## src/rtl/can_error_frame_tx_pkg.sv

```systemverilog
// Shared constants for the CAN error-signalling blocks: bus levels, default field
// lengths and the error-frame transmitter state encoding.
package can_error_frame_tx_pkg;

  localparam logic DOMINANT  = 1'b0;
  localparam logic RECESSIVE = 1'b1;

  localparam int unsigned DEF_FLAG_LEN         = 6;
  localparam int unsigned DEF_DELIM_LEN        = 8;
  localparam int unsigned DEF_INTERMISSION_LEN = 3;
  localparam int unsigned DEF_MAX_DOM_WAIT     = 14;

  // Counter width: must hold the largest field length above.
  localparam int unsigned CNT_W = 4;

  typedef enum logic [2:0] {
    ST_IDLE     = 3'd0,
    ST_FLAG     = 3'd1,
    ST_WAIT_REC = 3'd2,
    ST_DELIM    = 3'd3,
    ST_INTERM   = 3'd4
  } err_state_e;

endpackage

```

## src/rtl/can_error_frame_tx.sv

```systemverilog
// CAN error-frame transmitter: on any active-low error request sends flag, delimiter
// and intermission, one bit per SP edge, stretching the delimiter for superposed flags.
module can_error_frame_tx
  import can_error_frame_tx_pkg::*;
#(
  parameter int unsigned FLAG_LEN         = DEF_FLAG_LEN,
  parameter int unsigned DELIM_LEN        = DEF_DELIM_LEN,
  parameter int unsigned INTERMISSION_LEN = DEF_INTERMISSION_LEN,
  parameter int unsigned MAX_DOM_WAIT     = DEF_MAX_DOM_WAIT
) (
  input  logic       SP,
  input  logic       reset,
  input  logic       RX,
  input  logic       FORM_Error,
  input  logic       CRC_Error,
  input  logic       ACK_Error,
  input  logic       BIT_Error,
  input  logic       STUFF_Error,
  input  logic       error_passive,
  output logic       TX,
  output logic       ERR_Busy,
  output logic       ERR_Done,
  output logic       DOM_Overflow,
  output err_state_e o_dbg_state
);

  localparam logic [CNT_W-1:0] C_FLAG   = CNT_W'(FLAG_LEN);
  localparam logic [CNT_W-1:0] C_DELIM  = CNT_W'(DELIM_LEN);
  localparam logic [CNT_W-1:0] C_INTERM = CNT_W'(INTERMISSION_LEN);
  localparam logic [CNT_W-1:0] C_MAXDOM = CNT_W'(MAX_DOM_WAIT);

  err_state_e       r_state;
  logic [CNT_W-1:0] r_cnt;
  logic             r_passive;
  logic             r_tx;
  logic             r_busy;
  logic             r_done;
  logic             r_ovf_n;

  err_state_e       w_next_state;
  logic [CNT_W-1:0] w_next_cnt;
  logic [CNT_W-1:0] w_cnt_inc;
  logic             w_err_req;
  logic             w_next_passive;
  logic             w_next_tx;
  logic             w_next_busy;
  logic             w_next_done;
  logic             w_next_ovf_n;

  assign w_err_req = ~&{FORM_Error, CRC_Error, ACK_Error, BIT_Error, STUFF_Error};
  assign w_cnt_inc = r_cnt + {{(CNT_W-1){1'b0}}, 1'b1};

  always_ff @(posedge SP) begin
    if (reset) begin
      r_state   <= ST_IDLE;
      r_cnt     <= '0;
      r_passive <= 1'b0;
      r_tx      <= RECESSIVE;
      r_busy    <= 1'b0;
      r_done    <= 1'b0;
      r_ovf_n   <= 1'b1;
    end else begin
      r_state   <= w_next_state;
      r_cnt     <= w_next_cnt;
      r_passive <= w_next_passive;
      r_tx      <= w_next_tx;
      r_busy    <= w_next_busy;
      r_done    <= w_next_done;
      r_ovf_n   <= w_next_ovf_n;
    end
  end

  // FLAG and INTERM count bits already driven; WAIT_REC and DELIM count bits seen on RX,
  // so their limits are judged on the value the current sample would bring cnt to.
  always_comb begin
    w_next_state = r_state;
    w_next_cnt   = r_cnt;
    unique case (r_state)
      ST_IDLE: begin
        w_next_cnt = '0;
        if (w_err_req) begin
          w_next_state = ST_FLAG;
          w_next_cnt   = {{(CNT_W-1){1'b0}}, 1'b1};
        end
      end
      ST_FLAG: begin
        if (r_cnt == C_FLAG) begin
          w_next_state = ST_WAIT_REC;
          w_next_cnt   = '0;
        end else begin
          w_next_cnt = w_cnt_inc;
        end
      end
      ST_WAIT_REC: begin
        if (RX == RECESSIVE) begin
          w_next_state = ST_DELIM;
          w_next_cnt   = {{(CNT_W-1){1'b0}}, 1'b1};
        end else if (w_cnt_inc == C_MAXDOM) begin
          w_next_cnt = '0;
        end else begin
          w_next_cnt = w_cnt_inc;
        end
      end
      ST_DELIM: begin
        if (RX == DOMINANT) begin
          w_next_state = ST_WAIT_REC;
          w_next_cnt   = '0;
        end else if (w_cnt_inc == C_DELIM) begin
          w_next_state = ST_INTERM;
          w_next_cnt   = {{(CNT_W-1){1'b0}}, 1'b1};
        end else begin
          w_next_cnt = w_cnt_inc;
        end
      end
      ST_INTERM: begin
        if (r_cnt == C_INTERM) begin
          w_next_state = ST_IDLE;
          w_next_cnt   = '0;
        end else begin
          w_next_cnt = w_cnt_inc;
        end
      end
      default: begin
        w_next_state = ST_IDLE;
        w_next_cnt   = '0;
      end
    endcase
  end

  always_comb begin
    w_next_passive = r_passive;
    w_next_tx      = RECESSIVE;
    w_next_busy    = 1'b1;
    w_next_done    = 1'b0;
    w_next_ovf_n   = 1'b1;
    unique case (r_state)
      ST_IDLE: begin
        w_next_busy = 1'b0;
        if (w_err_req) begin
          w_next_passive = error_passive;
          w_next_tx      = error_passive ? RECESSIVE : DOMINANT;
          w_next_busy    = 1'b1;
        end
      end
      ST_FLAG: begin
        if (r_cnt != C_FLAG) begin
          w_next_tx = r_passive ? RECESSIVE : DOMINANT;
        end
      end
      ST_WAIT_REC: begin
        if ((RX == DOMINANT) && (w_cnt_inc == C_MAXDOM)) begin
          w_next_ovf_n = 1'b0;
        end
      end
      ST_DELIM: begin
        w_next_tx = RECESSIVE;
      end
      ST_INTERM: begin
        if (r_cnt == C_INTERM) begin
          w_next_done = 1'b1;
          w_next_busy = 1'b0;
        end
      end
      default: begin
        w_next_busy = 1'b0;
      end
    endcase
  end

  assign TX           = r_tx;
  assign ERR_Busy     = r_busy;
  assign ERR_Done     = r_done;
  assign DOM_Overflow = r_ovf_n;
  assign o_dbg_state  = r_state;

endmodule

```

## config.mk

```make
export PLATFORM = sky130hd
export DESIGN_NAME = can_error_frame_tx
export DESIGN_NICKNAME = d
export VERILOG_FILES = /design/src/rtl/can_error_frame_tx_pkg.sv /design/src/rtl/can_error_frame_tx.sv
export SDC_FILE = /design/constraint.sdc
export NUM_CORES = 1
export LEC_CHECK = 0
export CELL_PAD_IN_SITES_DETAIL_PLACEMENT = 1
export CELL_PAD_IN_SITES_GLOBAL_PLACEMENT = 1
export CORE_MARGIN = 2
export CORE_UTILIZATION = 33
export CTS_CLUSTER_DIAMETER = 60
export DETAILED_ROUTE_END_ITERATION = 7
export PLACE_DENSITY = 0.82
export RECOVER_POWER = 50
export SKIP_LAST_GASP = 1
export SYNTH_ARGS = -nofsm -noshare
export SYNTH_HDL_FRONTEND = slang
export SYNTH_SLANG_ARGS = --single-unit
```

## constraint.sdc

```tcl
create_clock -name SP -period 1.65 [get_ports SP]
set_input_delay 0.33 -clock SP [delete_from_list [all_inputs] [get_ports SP]]
set_output_delay 0.33 -clock SP [all_outputs]
set_load 0.02 [all_outputs]
```

==> out/metrics.cfg <==
[yosys]
synth_cell_types=38
synth_nets=98
yosysWarnings=0
synth-edff-count=0
async_flop_share=0
avgSynthCellArea_um2=8.82
synthTopCellsByCount=dfxtp_1 (12), nor2_1 (10), inv_1 (5)
ys_seq_area_frac=0.317
synthFlopType=dfxtp_1
synth-seq-cells=12
syn_area_um2=758
syn_inst=86
synth.top_cells.by_area=dfxtp_1 (32%), ha_1 (5.0%), nor2_1 (5.0%), a211oi_1 (4.0%), nand2b_1 (3.3%)
synth.largest_area_cell=dfxtp_1
yosysTopAreaCellShare=0.317
synth_most_common_cell=dfxtp_1

[placement]
globalplace.congestion=0.831
place_area_um2=1040
place_hpwl_um=1690
dpl.cell_count=141
port_buffers=15
pre_cts_ws_ps=-252

[final_layout]
drive_gt1_frac=0.267
instances_no_fill=144
area_growth_pct=42.7
utilization=0.494
design_area_um2=1080
nets=130
fill_cells=267
diodes=0

[sta]
hold_violations=0
setup_viol=0
fin_skew_ps=10.2
worst_slew_pin_slew_ps=440
fmax_mhz=623
slew_viol_final=0
slew_headroom=0.705
rsz0062_at_grt=true
post-route-period-util=0.972
fin_ws_ps=45.6
finalCriticalPeriod_ps=1600

[floorplanning]
num_rows=17
die_w_um=51.9
fp.dieArea_um2=2700
initial_utilization=0.346
pin_count=16
core_area_um2=2190
die_y_um=51.9

[critical_path]
endpoint=r_cnt[1]
reg2reg_from=r_cnt[0]
start_kind=register
cp-startpoint=r_cnt[0]
ff2ff_setup_slack_ps=50
worstPathRequired_ps=1830
worstReg2RegEnd=r_cnt[1]
path_class=register to register
arrival_ps=1780
endpoint_kind=register
reg2regPathDepth=5
path_max_fanout=4

[route]
vias=777
routed_wl_um=2250
drc=0
first_iter_violations=6
drtAntennaViolNets=0
dr.pass1.iters=5
routedWlPerCell_um=15.6
via_per_inst=5.40

[cts]
clock_path_buffers=2
clock_latency_ps=270
cts_tree=done
numCtsBuffers=3
cts_root_buf=clkbuf_4
htreeDepth=1
path_clk_slew_ps=70
cts_hold_buf=0
cts.sinks=12

[grt]
grt_pass1_vias=769
grt_pass1_wl_um=3530
track_usage=0.177
grt_max_degree=11
overflow=0
antenna_found_initial=0

[power]
leakage_nw=0.470
power_mw=1.23
peakVddDrop_uv=591
power.density_cell_area_nw_per_um2=1140

[worst_hold_path]
hold_class=primary input to register

[job]
maxCapViolations=0

[outcome]
status=finished, final reports clean

flip-flops by register name (all words and copies together) (netlist names):
| signal | cells |
|---|---|
| DOM_Overflow | 1 |
| TX | 1 |
| ERR_Done | 1 |
| ERR_Busy | 1 |
| r_passive | 1 |
| o_dbg_state | 3 |
| r_cnt | 4 |
layout make-up:
cell class              count  area [um^2]  share of cell area
multi-input cells          65          497               0.459
repair buffers             31          264               0.244
well taps                  28         35.0              0.0324
inverters                   5         18.8              0.0173
clock buffers               3         22.5              0.0208
flip-flops and latches     12          245               0.227
worst min path at each step:
stage / start / to / slack [ps] / cells past startpoint
6_report: RX / DOM_Overflow / 460 / 3
5_1_grt: RX / DOM_Overflow / 500 / 3
4_1_cts: r_passive / r_passive / 530 / 2
3_5_place_dp: r_passive / r_passive / 510 / 2
3_3_place_gp: r_passive / r_passive / 480 / 2
2_1_floorplan: r_passive / r_passive / 460 / 2
placed cells by master, fill, tap and decap left out, drive strengths merged, types with 2 or more instances in the layout:
master,count
a21oi,3
a211oi,4
clkdlybuf4s50,11
nor2,10
nor3,4
and3b,2
dlymetal6s2s,2
a31oi,2
mux2i,2
clkbuf,6
inv,5
nor3b,2
a21o,2
nand2b,4
ha,3
nand3,4
or3b,2
or3,2
o31ai,3
buf,14
dfxtp,12
where the power goes:
part,internal [mW],total (mW),switching [mW],leakage (nW)
logic,0.312,0.636,0.324,0.356
registers,0.347,0.408,0.0610,0.100
clock network,0.0844,0.187,0.103,0.0138
layer usage:
metal / track usage / routed length [um] / vias to the layer above
met4: 0.110 / 51 / 0
met1: 0.216 / 966 / 378
met5: 0 / 0 / -
li1: - / - / 376
met3: 0.0230 / 74 / 4
met2: 0.291 / 1160 / 19
logic make-up after synthesis:
family / after synthesis / synth area share
and+or+nand+nor: 36 / 0.276
muxes: 2 / 0.0264
DFF: 12 / 0.317
buffers and inverters: 9 / 0.0561
AOI/OAI and AO/OA: 23 / 0.264
xor gates and xnor gates: 1 / 0.0116
adders and majority gates: 3 / 0.0495
worst max-delay path, cell delays in order, from the launching register on:
cell      delay (ps)
dfxtp_1          330
buf_4            150
and3b_1          180
o211ai_1         400
a21oi_1          190
a211oi_1         270
metrics by stage:
step           setup TNS [ps]  hold WS [ps]
6_report                    0           463
5_1_grt                 -76.7           497
4_1_cts                  -117           530
3_5_place_dp            -1330           509
3_3_place_gp            -1080           484
2_1_floorplan               0           461
what timing repair did:
| action | 4_1_cts | 5_1_grt |
|---|---|---|
| setup endpoints to repair | 2 | 9 |
| setup buffers | 0 | 0 |
| pin swaps | 0 | 3 |
| gates resized for setup | 2 | 9 |
Power figures use the tool's default switching activity.
